$ cat src/rtl/fsm_serial_sequencer_pkg.sv
// Shared definitions for the serial sequencer and anything that models the
// one-bit Mealy recogniser it drives.
//   seq_state_t : sequencer FSM encoding (IDLE, SHIFT, DONE)
//   S_A/S_B/S_C : recogniser state constants; S_A is the state the recogniser
//                 enters whenever its clear input is high at a clock edge.
package fsm_seq_defs;

  typedef enum logic [1:0] {
    IDLE  = 2'd0,
    SHIFT = 2'd1,
    DONE  = 2'd2
  } seq_state_t;

  localparam logic [1:0] S_A = 2'd0;
  localparam logic [1:0] S_B = 2'd1;
  localparam logic [1:0] S_C = 2'd2;

endpackage

$ cat src/rtl/fsm_serial_sequencer.sv
// Word-level front end for a one-bit Mealy recogniser FSM.
// A WIDTH-bit word taken over in_valid/in_ready is applied LSB-first to the
// recogniser's input a, one bit per clock. The recogniser's x output is
// captured for every bit into a WIDTH-bit result, offered over
// out_valid/out_ready. Between words the recogniser is held in clear, so every
// word is processed starting from S_A.
//
// Ports:
//   clock      rising-edge clock, shared with the recogniser
//   clear_n    asynchronous active-low reset
//   in_valid   input word valid
//   in_ready   sequencer can take a word this cycle
//   in_data    word to serialise; bit 0 is applied first
//   abort      synchronous abort of the word in flight or held in DONE
//   out_valid  result word valid
//   out_ready  consumer takes the result this cycle
//   out_data   result; bit i = recogniser x while in_data bit i was applied
//   fsm_a      to recogniser input a
//   fsm_clear  to recogniser clear (synchronous, active-high at the recogniser)
//   fsm_x      from recogniser output x (combinational Mealy output)
//   busy       high whenever the sequencer is not IDLE
//   words_done count of completed out handshakes, wraps modulo 2^CNT_W
//   dbg_state  current sequencer state
//
// Handshakes: a transfer happens on a rising clock edge where valid and ready
// are both high. Valid, once raised by the sequencer, stays high with stable
// data until the transfer (or an abort). A high abort suppresses both the
// input and the output transfer on that edge.
module fsm_serial_sequencer
  import fsm_seq_defs::*;
#(
  parameter int WIDTH = 8,
  parameter int CNT_W = 16
) (
  input  logic             clock,
  input  logic             clear_n,
  input  logic             in_valid,
  output logic             in_ready,
  input  logic [WIDTH-1:0] in_data,
  input  logic             abort,
  output logic             out_valid,
  input  logic             out_ready,
  output logic [WIDTH-1:0] out_data,
  output logic             fsm_a,
  output logic             fsm_clear,
  input  logic             fsm_x,
  output logic             busy,
  output logic [CNT_W-1:0] words_done,
  output seq_state_t       dbg_state
);

  localparam int                  CNT_BITS = $clog2(WIDTH);
  localparam logic [CNT_BITS-1:0] LAST_BIT = CNT_BITS'(WIDTH - 1);

  seq_state_t          state;
  seq_state_t          state_d;
  logic [WIDTH-1:0]    shreg;
  logic [WIDTH-1:0]    out_sr;
  logic [CNT_BITS-1:0] cnt;
  logic                accept;
  logic                out_hs;

  assign in_ready  = (state == IDLE) || ((state == DONE) && out_ready);
  assign accept    = in_valid && in_ready && !abort;
  assign out_hs    = (state == DONE) && out_ready && !abort;
  assign out_valid = (state == DONE);
  assign out_data  = out_sr;
  assign fsm_a     = (state == SHIFT) && shreg[0];
  assign busy      = (state != IDLE);
  assign dbg_state = state;

  // Next-state logic.
  always_comb begin
    state_d = state;
    case (state)
      IDLE: begin
        if (accept) state_d = SHIFT;
      end
      SHIFT: begin
        if (abort)                state_d = IDLE;
        else if (cnt == LAST_BIT) state_d = DONE;
      end
      DONE: begin
        if (abort)          state_d = IDLE;
        else if (accept)    state_d = SHIFT;
        else if (out_ready) state_d = IDLE;
      end
      default: state_d = IDLE;
    endcase
  end

  always_ff @(posedge clock or negedge clear_n) begin
    if (!clear_n) begin
      state      <= IDLE;
      fsm_clear  <= 1'b1;
      shreg      <= '0;
      out_sr     <= '0;
      cnt        <= '0;
      words_done <= '0;
    end else begin
      state <= state_d;
      // Registered from the next state: the recogniser sees clear for the
      // whole accept cycle (IDLE or DONE), so it sits in S_A for bit 0.
      fsm_clear <= (state_d != SHIFT);
      if (accept) begin
        shreg <= in_data;
        cnt   <= '0;
      end else if (state == SHIFT) begin
        shreg  <= shreg >> 1;
        cnt    <= cnt + CNT_BITS'(1);
        // x enters at the top; after WIDTH shifts the first bit's x is bit 0.
        out_sr <= {fsm_x, out_sr[WIDTH-1:1]};
      end
      if (out_hs) words_done <= words_done + CNT_W'(1);
    end
  end

endmodule

$ cat config.mk
export PLATFORM = sky130hd
export DESIGN_NAME = fsm_serial_sequencer
export DESIGN_NICKNAME = d
export VERILOG_FILES = /design/src/rtl/fsm_serial_sequencer_pkg.sv /design/src/rtl/fsm_serial_sequencer.sv
export SDC_FILE = /design/constraint.sdc
export NUM_CORES = 1
export LEC_CHECK = 0
export ABC_AREA = 1
export CORE_MARGIN = 2
export CORE_UTILIZATION = 51
export DETAILED_ROUTE_END_ITERATION = 10
export PLACE_DENSITY_LB_ADDON = 0.1
export SYNTH_ARGS = -nofsm -noshare
export SYNTH_HDL_FRONTEND = slang
export SYNTH_SLANG_ARGS = --single-unit
$ cat constraint.sdc
create_clock -name clock -period 2.5 [get_ports clock]
set_input_delay 0.625 -clock clock [delete_from_list [all_inputs] [get_ports clock]]
set_output_delay 0.625 -clock clock [all_outputs]
set_load 0.1 [all_outputs]
Word level (Yosys, flattened, before mapping)
Cells that the tools add are included.
{ "word_totals": {"ff_bits": 38, "inputBits": 14, "output_inout_bits": 31, "elab_cells": 35} }
{ "classes": {"add_sub_neg": 2, "eq_ne": 4, "mux": 11, "n_bitwise": 1, "reduce_logical": 11} }
{ "op_table": {"columns": ["operator", "n"], "rows": [
  ["16-bit by 1-bit adder with 16-bit output (second input constant)", 1],
  ["8-bit 2-to-1 mux", 2],
  ["2-bit 2-to-1 mux", 6],
  ["3-bit 2-to-1 mux", 2],
  ["2-bit case mux with 3 select lines", 1],
  ["1-bit logical AND", 5],
  ["2-bit nonzero test", 2],
  ["3-bit by 1-bit adder with 3-bit output (second input constant)", 1],
  ["3-bit == test (second input constant)", 1],
  ["2-bit by 1-bit == test with 1-bit output (second input constant)", 1],
  ["2-bit == test (second input constant)", 1],
  ["2-bit zero test", 1],
  ["2-bit by 1-bit inequality test with 1-bit output (second input constant)", 1],
  ["2-bit AND reduction", 1],
  ["1-bit zero test", 1],
  ["1-bit logical OR", 1],
  ["1-bit inverter", 1]
]} }

Logic depth before layout (Yosys ltp)
{ "depth": {"word_depth": 9, "depth_mapped": 8, "ltp_nobuf": 8} }

Least setup slack after synthesis
OpenSTA, ideal clock, no wires.
{ "synth_path": {"path_type": "register to output", "from": "reg state[0], in the netlist dbg_state[0]", "to": "out fsm_a", "arrival_ps": 2814, "setup_slack_ps": -939, "stages_incl_launch_ff": 4, "n_path_buf": 1, "cell_sequence": "dfrtp_1 > nand2_2 > clkbuf_1 > nor2_1"} }
{ "synth_via": {"elab_chain_len": 2} }
{ "synth_lines": {"columns": ["item", "line_no", "rtl"], "rows": [
  ["start: declaration", "fsm_serial_sequencer.sv:55", "seq_state_t state;"],
  ["start signal: assignment", "fsm_serial_sequencer.sv:101", "state <= state_d;"],
  ["2-bit by 1-bit == test with 1-bit output", "fsm_serial_sequencer.sv:68", "assign fsm_a = (state == SHIFT) && shreg[0];"],
  ["1-bit logical AND", "fsm_serial_sequencer.sv:68", null],
  ["end: declaration", "fsm_serial_sequencer.sv:44", "output logic fsm_a,"]
]} }
No other way between the ends.

Worst setup path in the final report
{ "layout_path": {"from": "in out_ready", "to": "out in_ready"} }
{ "layout_via": {"elab_chain_len": 2} }
{ "layout_lines": {"columns": ["item", "line_no", "rtl"], "rows": [
  ["start: declaration", "fsm_serial_sequencer.sv:42", "input logic out_ready,"],
  ["1-bit logical AND", "fsm_serial_sequencer.sv:63", "assign in_ready = (state == IDLE) || ((state == DONE) && out_ready);"],
  ["1-bit logical OR", "fsm_serial_sequencer.sv:63", null],
  ["end: declaration", "fsm_serial_sequencer.sv:38", "output logic in_ready,"]
]} }
No other way between the ends.

==> summary.txt <==
Status
  • Status: complete, no violations

Finish
  • Fin util: 0.6767
  • Layout fillers: 333
  • Finished Cell Area: 2477 µm²
  • Fin nets: 314
  • Layout cell share with drive strength beyond 1: 0.2013
  • Area growth from synthesis to layout: 28.07%
  • # diodes: 0

Route
  • Vias/cell: 4.801
  • Vias: 1661
  • DRC: 0
  • Routed WL: 3.952 mm
  • ANT nets after route: 0
  • Drt wl/cell: 11.42 µm
  • DR iter-0 viols: 88
  • TritonRoute pass-1 iters: 4

STA
  • RSZ-0062 raised after global routing: no
  • Skew final: 0.006614 ns
  • Final max-slew violation count: 0
  • Setup ws final: 0.2166 ns
  • Peak Freq: 438.0 MHz
  • Final setup fails: 0
  • Final period util: 0.9133
  • Worst slew pin tran: 0.3412 ns
  • Fin. Hold Viols: 0
  • Relative slew slack: 0.7726
  • Fin crit period: 2.283 ns
  • Hold Slack: 0.2192 ns

CTS
  • Clk sinks: 38
  • CTS tree: built
  • Hold_buf cts: 0
  • Root Driver: clkbuf_8
  • H-tree depth: 2
  • CTS max path bufs: 2
  • Skew-Pair Late Insertion Delay: 0.30 ns
  • Post-CTS Resized: 0
  • Number of setup buffers added after CTS: 0
  • CTS buffer count: 5
  • Worst-path clk slew: 0.08 ns

Synth
  • Syn Nets: 264
  • Synth Area per Inst: 7.831 µm²
  • Number of synthesized register bits: 38
  • Register area share after synthesis: 0.4922
  • Yosys warnings: 0
  • Post-synthesis cell type count: 23
  • Synthesized netlist cell count: 247
  • Post-Syn Area: 1934 µm²

Setup path
  • CP Data Required Time: 1.88 ns
  • Critical path class: in2out
  • CP endpoint kind: output pin
  • Crit Path Max Fanout: 2
  • Worst EP arrival: 1.66 ns
  • Crit start category: input port
  • Path depth of the worst reg2reg path: 6

Global routing
  • Vias in the first global route: 1693
  • Largest net degree at the start of global routing: 20
  • GRT Util Overall: 0.2149
  • Initial antenna violation count: 0
  • Grt ovf: 0
  • Global-route wire length before repair: 7.017 mm

Floorplanning
  • CORE AREA: 3661 µm²
  • Row cnt: 22
  • Boundary Pins: 45
  • Die height: 65.59 µm
  • Die ar.: 4301 µm²
  • Die Wd: 65.59 µm
  • Starting density of the core: 0.5284

Power
  • Pwr Density: 823.5 nW/µm²
  • Total power: 2.040 mW
  • Max IR drop VDD: 0.8240 mV
  • Leak: 1.271 nW

Place
  • Pre-CTS WS: 0.2175 ns
  • Placed inst area: 2382 µm²
  • GPL Wtd Cong: 0.8634
  • Post-DP HPWL: 2.963 mm
  • PortBufs: 44

Worst hold path
  • Worst Hold Class: in2async

Flow run
  • Maxcap violations: 0
-- flip-flops by register name, indices dropped and copies added, names as in the netlist --
| signal | count |
|---|---|
| words_done | 16 |
| out_data | 8 |
| dbg_state | 2 |
| shreg | 8 |
| fsm_clear | 1 |
| cnt | 3 |
-- cells by family (layout without fill, tap and decap cells) --
logic type | Yosys count | count (layout) | share of synthesized area
compound gates | 28 | 28 | 0.07762
xor+xnor | 8 | 8 | 0.03622
fa+ha+maj | 3 | 3 | 0.01941
buf+inv | 39 | 90 | 0.08343
flops | 38 | 38 | 0.4922
simple gates | 131 | 131 | 0.2911
-- placed cells by master (no fill, tap or decap), drive strengths merged, types with 2 or more instances in the layout --
master         count
a21oi              4
a31oi              6
buf               35
clkbuf             6
clkdlybuf4s50     12
dfrtp             37
ha                 3
inv               35
nand2             85
nand3              9
nand4              4
nor2              33
o21ai             17
xnor2              2
xor2               6
-- worst max-delay path: stages --
cell and delay (ns):
clkdlybuf4s50_1 0.52, inv_1 0.08, a21oi_2 0.22, buf_12 0.21
-- synthesized netlist by cell type --
cell	instances	area, µm²
nand3_1	7	35.03
inv_1	31	116.4
xor2_1	6	52.55
buf_4	2	15.01
nand4_1	4	25.02
buf_6	1	11.26
nand3_4	1	17.52
a21oi_1	4	20.02
dfstp_2	1	26.28
o21ai_0	16	80.08
clkbuf_1	1	3.750
nor2_4	3	33.78
a31oi_1	6	37.54
nand2_1	81	304.0
inv_2	4	15.01
nand3_2	1	10.01
nand2_2	4	25.02
nor2_1	30	112.6
o211ai_1	1	7.510
o21ai_1	1	5.000
dfrtp_1	37	925.9
xnor2_1	2	17.52
ha_1	3	37.54
-- final timing paths --
kind / startpoint / endpoint / slack (ns)
worst max-delay path: out_ready / in_ready / 0.22
max in group asynchronous: clear_n / words_done[15] / 1.76
worst min register to register: out_data[0] / out_data[0] / 0.50
worst max register to register: dbg_state[1] / shreg[6] / 1.06
worst min-delay path: clear_n / words_done[4] / 0.22
min in group clock: out_data[0] / out_data[0] / 0.50
-- metal layers --
layer,GRT usage,wire (µm)
met3,0.06164,137
met4,0.06250,48
met1,0.2430,1690
met5,0,0
met2,0.3916,2076
-- power by group --
group	internal [mW]	switching (mW)
logic	0.182	0.625
clock network	0.221	0.219
registers	0.723	0.0705
total	1.13	0.914
-- layout make-up --
class	instances	area, µm²	area share
inverters	35	131.4	0.05303
repair buffers	47	405.4	0.1636
clock inverters	2	12.51	0.005050
clock buffers	6	82.58	0.03333
multi-input cells	170	832.0	0.3359
flip-flops and latches	38	953.4	0.3848
well taps	48	60.06	0.02424
-- stage by stage --
stage          setup TNS (ns)  std cells
6_report                    0        346
5_1_grt                     0        346
4_1_cts                     0        346
3_5_place_dp                0        338
3_3_place_gp                0        338
2_1_floorplan        -0.05797        247
(Power assumes the default switching activity.)
